===== src/rtl/mem_pkg.sv =====
// rtl/mem_pkg.sv - shared encodings for the memory-access stage
package mem_pkg;

  localparam int LD_LB  = 0;
  localparam int LD_LH  = 1;
  localparam int LD_LW  = 2;
  localparam int LD_LBU = 3;
  localparam int LD_LHU = 4;

  localparam int ST_SB = 0;
  localparam int ST_SH = 1;
  localparam int ST_SW = 2;

  localparam int CNT_W = 8;

  typedef enum logic [1:0] {
    S_IDLE = 2'd0,
    S_WAIT = 2'd1,
    S_DONE = 2'd2
  } state_e;

  typedef enum logic [1:0] {
    SZ_B = 2'd0,
    SZ_H = 2'd1,
    SZ_W = 2'd2
  } size_e;

endpackage


===== src/rtl/mem_lane_align.sv =====
// rtl/mem_lane_align.sv - store lane replication, byte enables, load extraction and misalign check
module mem_lane_align
  import mem_pkg::*;
(
  input  logic        i_access,
  input  logic        i_is_store,
  input  logic [4:0]  i_loadsrc,
  input  logic [2:0]  i_storesrc,
  input  logic [1:0]  i_adr,
  input  logic [31:0] i_wdata,
  input  logic [31:0] i_rdata,
  output logic [31:0] o_wdata,
  output logic [3:0]  o_be,
  output logic [31:0] o_load_data,
  output logic        o_misalign
);

  size_e       w_size;
  logic [7:0]  w_byte;
  logic [15:0] w_half;

  // Stores win over loads; any store encoding that is not sb/sh acts as sw.
  always_comb begin
    w_size = SZ_W;
    if (i_is_store) begin
      if (i_storesrc == 3'b001)      w_size = SZ_B;
      else if (i_storesrc == 3'b010) w_size = SZ_H;
      else                           w_size = SZ_W;
    end else if (i_loadsrc[LD_LB] || i_loadsrc[LD_LBU]) begin
      w_size = SZ_B;
    end else if (i_loadsrc[LD_LH] || i_loadsrc[LD_LHU]) begin
      w_size = SZ_H;
    end
  end

  always_comb begin
    o_be    = 4'b1111;
    o_wdata = i_wdata;
    case (w_size)
      SZ_B: begin
        o_be    = 4'b0001 << i_adr;
        o_wdata = {4{i_wdata[7:0]}};
      end
      SZ_H: begin
        o_be    = i_adr[1] ? 4'b1100 : 4'b0011;
        o_wdata = {2{i_wdata[15:0]}};
      end
      default: begin
        o_be    = 4'b1111;
        o_wdata = i_wdata;
      end
    endcase
  end

  assign o_misalign = i_access &
                      (((w_size == SZ_H) && i_adr[0]) ||
                       ((w_size == SZ_W) && (i_adr != 2'b00)));

  assign w_byte = i_rdata[{i_adr, 3'b000} +: 8];
  assign w_half = i_rdata[{i_adr[1], 4'b0000} +: 16];

  always_comb begin
    o_load_data = i_rdata;
    if (i_loadsrc[LD_LB])       o_load_data = {{24{w_byte[7]}}, w_byte};
    else if (i_loadsrc[LD_LBU]) o_load_data = {24'd0, w_byte};
    else if (i_loadsrc[LD_LH])  o_load_data = {{16{w_half[15]}}, w_half};
    else if (i_loadsrc[LD_LHU]) o_load_data = {16'd0, w_half};
  end

endmodule


===== src/rtl/mem_access_stage.sv =====
// rtl/mem_access_stage.sv - data-memory access FSM with stall, timeout and lane handling
module mem_access_stage
  import mem_pkg::*;
#(
  parameter int TIMEOUT_CYCLES = 255,
  parameter int ADDR_W         = 32
) (
  input  logic              clk,
  input  logic              rst,
  input  logic              memwriteM,
  input  logic [4:0]        loadsrcM,
  input  logic [2:0]        StoreSrcM,
  input  logic [1:0]        AdrM,
  input  logic [31:0]       aluresultM,
  input  logic [31:0]       writeDataM,
  output logic              dmem_req,
  output logic              dmem_we,
  output logic [ADDR_W-1:0] dmem_addr,
  output logic [3:0]        dmem_be,
  output logic [31:0]       dmem_wdata,
  input  logic              dmem_gnt,
  input  logic              dmem_rvalid,
  input  logic [31:0]       dmem_rdata,
  output logic              stallM,
  output logic [31:0]       loaddataM,
  output logic              misalignM,
  output logic              bus_errM
);

  state_e           r_state;
  logic [CNT_W-1:0] r_cnt;
  logic [31:0]      r_loaddata;
  logic             r_bus_err;

  logic        w_access;
  logic        w_valid;
  logic        w_expired;
  logic [31:0] w_load_ext;
  logic        w_unused_adr;

  assign w_access  = memwriteM | (|loadsrcM);
  assign w_valid   = w_access & ~misalignM;
  assign w_expired = (r_cnt == CNT_W'(TIMEOUT_CYCLES));

  mem_lane_align u_lane (
    .i_access    (w_access),
    .i_is_store  (memwriteM),
    .i_loadsrc   (loadsrcM),
    .i_storesrc  (StoreSrcM),
    .i_adr       (AdrM),
    .i_wdata     (writeDataM),
    .i_rdata     (dmem_rdata),
    .o_wdata     (dmem_wdata),
    .o_be        (dmem_be),
    .o_load_data (w_load_ext),
    .o_misalign  (misalignM)
  );

  assign dmem_addr    = {aluresultM[ADDR_W-1:2], 2'b00};
  assign dmem_we      = memwriteM;
  assign w_unused_adr = ^aluresultM[1:0];
  assign loaddataM    = r_loaddata;
  assign bus_errM     = r_bus_err;

  // A granted store finishes in the request cycle, so it never stalls.
  always_comb begin
    dmem_req = 1'b0;
    stallM   = 1'b0;
    case (r_state)
      S_IDLE: begin
        if (w_valid) begin
          dmem_req = ~w_expired;
          stallM   = w_expired | ~(memwriteM & dmem_gnt);
        end
      end
      S_WAIT:  stallM = 1'b1;
      default: stallM = 1'b0;
    endcase
  end

  always_ff @(posedge clk or negedge rst) begin
    if (!rst) begin
      r_state    <= S_IDLE;
      r_cnt      <= '0;
      r_loaddata <= '0;
      r_bus_err  <= 1'b0;
    end else begin
      r_bus_err <= 1'b0;
      case (r_state)
        S_IDLE: begin
          if (!w_valid) begin
            r_cnt <= '0;
          end else if (w_expired) begin
            r_state    <= S_DONE;
            r_bus_err  <= 1'b1;
            r_loaddata <= '0;
            r_cnt      <= '0;
          end else if (dmem_gnt && memwriteM) begin
            r_cnt <= '0;
          end else begin
            if (dmem_gnt) r_state <= S_WAIT;
            r_cnt <= r_cnt + 1'b1;
          end
        end
        S_WAIT: begin
          if (w_expired) begin
            r_state    <= S_DONE;
            r_bus_err  <= 1'b1;
            r_loaddata <= '0;
            r_cnt      <= '0;
          end else if (dmem_rvalid) begin
            r_state    <= S_DONE;
            r_loaddata <= w_load_ext;
            r_cnt      <= '0;
          end else begin
            r_cnt <= r_cnt + 1'b1;
          end
        end
        default: begin
          r_state <= S_IDLE;
          r_cnt   <= '0;
        end
      endcase
    end
  end

endmodule


===== config.mk =====
export PLATFORM = sky130hd
export DESIGN_NAME = mem_access_stage
export DESIGN_NICKNAME = d
export VERILOG_FILES = /design/src/rtl/mem_pkg.sv /design/src/rtl/mem_lane_align.sv /design/src/rtl/mem_access_stage.sv
export SDC_FILE = /design/constraint.sdc
export NUM_CORES = 1
export LEC_CHECK = 0
export ABC_AREA = 1
export CORE_MARGIN = 3
export CORE_UTILIZATION = 36
export CTS_CLUSTER_DIAMETER = 200
export CTS_CLUSTER_SIZE = 25
export DETAILED_ROUTE_END_ITERATION = 10
export HOLD_SLACK_MARGIN = 0.15
export PLACE_DENSITY_LB_ADDON = 0.05
export SLEW_MARGIN = 20
export SYNTH_ARGS = -nofsm -noshare
export SYNTH_HDL_FRONTEND = slang
export SYNTH_SLANG_ARGS = --single-unit

===== constraint.sdc =====
create_clock -name clk -period 1.6 [get_ports clk]
set_input_delay 0.24 -clock clk [delete_from_list [all_inputs] [get_ports clk]]
set_output_delay 0.24 -clock clk [all_outputs]
set_load 0.02 [all_outputs]

* After elaboration in Yosys (flattened, before gate mapping)
Index checks and enable logic that the tools add are counted.
** Storage, ports and cells
- Bits in registers :: 43
- Logic and storage cells :: 77
- Output and inout bits :: 105
- Bits of input ports :: 111
** Operators by class
- Mux-type cells :: 37
- Shifts and indexed selects :: 3
- Bitwise operators :: 8
- Reductions and logical operators :: 13
- Eq/ne operators :: 11
- $add $sub $neg :: 1
** Operators by type and width (count)
- $mux 32 :: 8
- $pmux 32 s2 :: 2
- $mux 8 :: 5
- $shiftx 32x6->16 :: 1
- $shiftx 32x6->8 :: 1
- $mux 2 :: 11
- $pmux 8 s2 :: 1
- $ne 3x3->1 const B :: 3
- $add 8x1->8 const B :: 1
- $eq 8x8->1 const B :: 1
- $pmux 4 s2 :: 1
- $reduce_and 4->1 :: 2
- $mux 1 :: 5
- $reduce_or 5->1 :: 1
- $eq 2x1->1 const B :: 2
- $logic_not 2->1 :: 2
- $mux 4 :: 1
- $ne 2x2->1 const B :: 2
- $pmux 1 s2 :: 2
- $pmux 2 s2 :: 1
- $reduce_bool 2->1 :: 2
- $shl 1x2->4 const A :: 1
- $and 1x1->1 :: 3
- $eq 3x1->1 const B :: 1
- 6 further kinds :: 13

* Longest topological paths before layout
Gate-level depths: netlist of the first run.
- Depth after elaboration :: 12
- Depth in mapped cells :: 11
- Mapped depth without buffers :: 10

* Modules after synthesis
Synthesis of the first run repeated with hierarchy kept, for this count alone.
** Second synthesis, totals
- Cells, all modules :: 604
- Area total of the unflattened synthesis :: 3936.3 sq um
** By module, submodules not included
- mem_access_stage :: area each 2526.2 sq um, cells each 322, times used 1, seq. area each 1076.0 sq um
- mem_lane_align :: area each 1410.1 sq um, cells each 282, times used 1, seq. area each 0.0 sq um

* Worst setup path before layout of the first run
OpenSTA, ideal clock, no wires.
- Kind :: register to output
- Start :: register r_cnt[0]
- End :: output port stallM
- Required time :: 1360 ps
- Data arrival time :: 1450 ps
- Path buffers :: 0
- Cell stages (with the launch flop) :: 8
- Path slack :: -90 ps
- Cells stage by stage :: dfrtp_1 > ha_1 > nand3_1 > inv_1 > nand2_1 > inv_1 > o21ai_0 > a21oi_1
** On the way
- Cells in the longest elaborated chain, start to end :: 4
** Ends and longest elaborated chain
- start: declaration :: line mem_access_stage.sv:31 : logic [CNT_W-1:0] r_cnt;
- start signal: assignment :: line mem_access_stage.sv:102 : r_cnt <= r_cnt + 1'b1;
- start signal: assignment :: line mem_access_stage.sv:116 : r_cnt <= r_cnt + 1'b1;
- $eq 8x8->1 :: line mem_access_stage.sv:43 : assign w_expired = (r_cnt == CNT_W'(TIMEOUT_CYCLES));
- $or 1x1->1 :: line mem_access_stage.sv:73 : stallM = w_expired | ~(memwriteM & dmem_gnt);
- $mux 1 :: line mem_access_stage.sv:71 : if (w_valid) begin
- $pmux 1 s2 :: line mem_access_stage.sv:69 : case (r_state)
- end: declaration :: line mem_access_stage.sv:24 : output logic stallM,
No other way between the ends.

* Final worst setup path of the first run
Ends and elaborated chain as after synthesis.

==> out/qor.yml, run 1 <==
outcome:
  outcome: "finished, violations left"
  violations: "negative setup slack"
global_route:
  grt_max_degree: 44
  grt_pass1_wl_um: 22000
  antenna_found_initial: 0
  gr-total-overflow: 0
  track_usage: 0.232
  grt_pass1_vias: 4350
finish:
  layout.nets: 899
  syn_to_final_growth_pct: 58.3
  antenna_cells: 0
  n_fill_cell: 940
  fin_cells: 921
  post-route-util: 0.602
  drive_gt1_frac: 0.242
run:
  cap_violations: 0
timing:
  finalCritPeriodShare: 1.09
  final-hold-violation-count: 0
  relSlewSlack: 0.638
  setup_viol: 39
  period_minus_slack_ns: 1.75
  clock_skew_ns: 0.00837
  worst_pin_slew_ns: 0.543
  rsz0062_at_grt: "yes"
  fmax_mhz: 572
  tns_ns: -3.15
  setup_ws_ns: -0.147
  maxSlewViolCount: 0
critical_path:
  cp-end-kind: "output pin"
  timing.rr.start: "r_cnt[0]$_DFF_PN0_"
  r2r_slack_ns: -0.10
  path_depth: 8
  cp_top_family: "flip-flops"
  crit_type: "reg2out"
  crit_buf_inv: 3
  rr_endpoint: "loaddataM[28]$_DFFE_PN0P_"
  cp_max_fo: 4
  cp.required_ns: 1.36
  max_stage_delay_ns: 0.40
  cp-start-kind: "flop"
  crit_chain: "ha_4 -> nand3_4 -> inv_2 -> nand2_4 -> inv_4 -> o21ai_4 -> a21oi_2 -> buf_4"
  crit_slowest_cell: "dfrtp_1"
  rr_worst_depth: 10
  cp.arrival_ns: 1.51
worst_hold_path:
  holdPathEnd: "r_state[0]$_DFFE_PN0P_"
  whs_path_depth: 5
  min_path_type: "in2reg"
  hp-start: "memwriteM"
clock_tree:
  clock_latency_ns: 0.30
  numCtsBuffers: 5
  cts_tree: "yes"
  cts_root_buf: "clkbuf_8"
  clkTransAtPathRegs_ns: 0.09
  htree_levels: 2
  clock_sinks: 43
  clockBufferDepth: 2
logic_synthesis:
  netlist_area_um2: 3820
  synth_flop_cell: "dfrtp_1"
  yosysSeqAreaShare: 0.282
  postSynthAreaPerCell_um2: 6.08
  ys_top_cells_by_area: "dfrtp_1, nand2_1, buf_4"
  synth.most_common_cell: "nand2_1"
  ys_types: 34
  yosys_warnings: 0
  async_flop_share: 1.00
  synth_top_area_share: 0.282
  ys_top_cells_by_count: "nand2_1, inv_1, buf_4, nand3_1, dfrtp_1"
  yosys.area.top_type: "dfrtp_1"
  synth-seq-cells: 43
  synth_edf_count: 0
  synthCells: 628
floorplanning:
  coreArea_um2: 10000
  num_rows: 36
  die_y_um: 109
  initial_core_util: 0.380
  die_area_um2: 11900
  boundaryPins: 216
  die_w_um: 109
routing:
  drcViolationCount: 0
  num_vias: 4475
  first_pass_iters: 6
  wl_per_cell_um: 15.1
  routed_wl_um: 13900
  first_iter_violations: 229
  ant_nets: 0
  vias_per_cell: 4.86
placement:
  post-place-cells: 895
  post-place-ws_ns: -0.897
  dp.final_hpwl_um: 10500
  io_buffers: 151
  place.gp.congestion: 0.897
pwr:
  power_mw: 5.69
  leakage_nw: 3.15
  power_density_nw_per_um2: 941
  max-vdd-ir-drop_uv: 654
how the worst max path moves through the flow:
stage	end	slack [ns]	start
CTS	stallM	-0.12	r_cnt[1]$_DFF_PN0_
detailed placement	stallM	-0.90	memwriteM
global placement	dmem_wdata[10]	-0.87	loadsrcM[0]
finish	stallM	-0.15	r_cnt[0]$_DFF_PN0_
floorplan	loaddataM[19]$_DFFE_PN0P_	0.005	r_cnt[0]$_DFF_PN0_
global route	stallM	-0.21	r_cnt[0]$_DFF_PN0_
report_power, final:
part	switching [mW]	internal, mW	total, mW
Sequential	0.203	1.41	1.61
Combinational	1.82	1.53	3.35
Clock	0.418	0.313	0.731
routing by layer:
metal,global-route usage,part of all wire,wire (µm),up-vias
li1,-,-,-,2271
met1,0.304,0.43,5990,1995
met2,0.391,0.47,6580,177
met3,0.0403,0.070,972,32
met4,0.0712,0.026,366,0
met5,0,0,0,-
repair_timing:
action,4_1_cts,5_1_grt
pin swaps,24,24
endpoints found under the setup margin,72,72
setup buffers,11,4
gates resized for setup,228,83
hold buffers,1,0
endpoints found under the hold margin,43,0
cloned,2,0
sequential cells by signal, indices dropped and copies added (netlist names):
signal,count
r_state,2
loaddataM,32
bus_errM,1
r_cnt,8
layout by cell type, fill, tap and decap left out, types with 2 or more instances in the layout:
master	synthesis	layout
a21oi_2	0	9
nand2_2	2	9
clkbuf_8	0	5
nor2_4	1	9
clkinvlp_4	0	2
nand3_4	0	2
a21oi_4	1	2
nand4_1	33	33
nor2_2	3	4
buf_12	0	8
xor2_1	3	2
dfrtp_1	43	43
buf_8	0	2
nand3_1	45	40
o21ai_0	16	14
a21oi_1	36	26
nand3_2	2	5
dlygate4sd2_1	0	3
buf_2	17	15
inv_1	46	37
nand2_4	0	6
dlymetal6s2s_1	0	6
buf_6	3	26
or2_2	3	3
nor2_1	28	19
nor3_1	4	4
clkdlybuf4s50_1	0	102
inv_2	3	10
o31ai_1	2	2
conb_1	1	2
inv_4	0	2
nand2_1	270	257
buf_4	45	63
through the flow:
stage | hold slack (ns) | cell area (µm²)
2_1_floorplan | -0.0556 | 3830
3_3_place_gp | 0.336 | 5510
3_5_place_dp | 0.343 | 5510
4_1_cts | 0.407 | 5810
5_1_grt | 0.444 | 6040
6_report | 0.410 | 6040
layout make-up:
cell class	instances	area [µm²]	area share
flip-flops and latches	43	1080	0.178
clock buffers	5	68.8	0.0114
repair buffers	227	2190	0.363
multi-input cells	460	2320	0.383
well taps	133	166	0.0275
inverters	50	200	0.0331
clock inverters	3	23.8	0.00393
tightest hold or removal path, stage by stage:
cell and delay [ns]:
buf_2 0.13, buf_4 0.13, nor2_1 0.04, nand4_1 0.08, nand2_1 0.05
kinds of logic after synthesis:
logic type / Yosys count / synth area share
AND/OR/NAND/NOR: 395 / 0.443
buffers and inverters: 126 / 0.180
AO/OA/AOI/OAI: 58 / 0.0823
flip-flops: 43 / 0.282
XOR/XNOR: 4 / 0.00918
adder cells (fa/ha/maj): 1 / 0.00328
other: 1 / 0.000982
Note: power is estimated with default switching activity, not from simulation.
==> run 2, diff against run 1 <==
- CTS_CLUSTER_SIZE: 25 -> unset
==> results of run 2 <==
Final layout, timing and power as in run 1 (identical DEF).
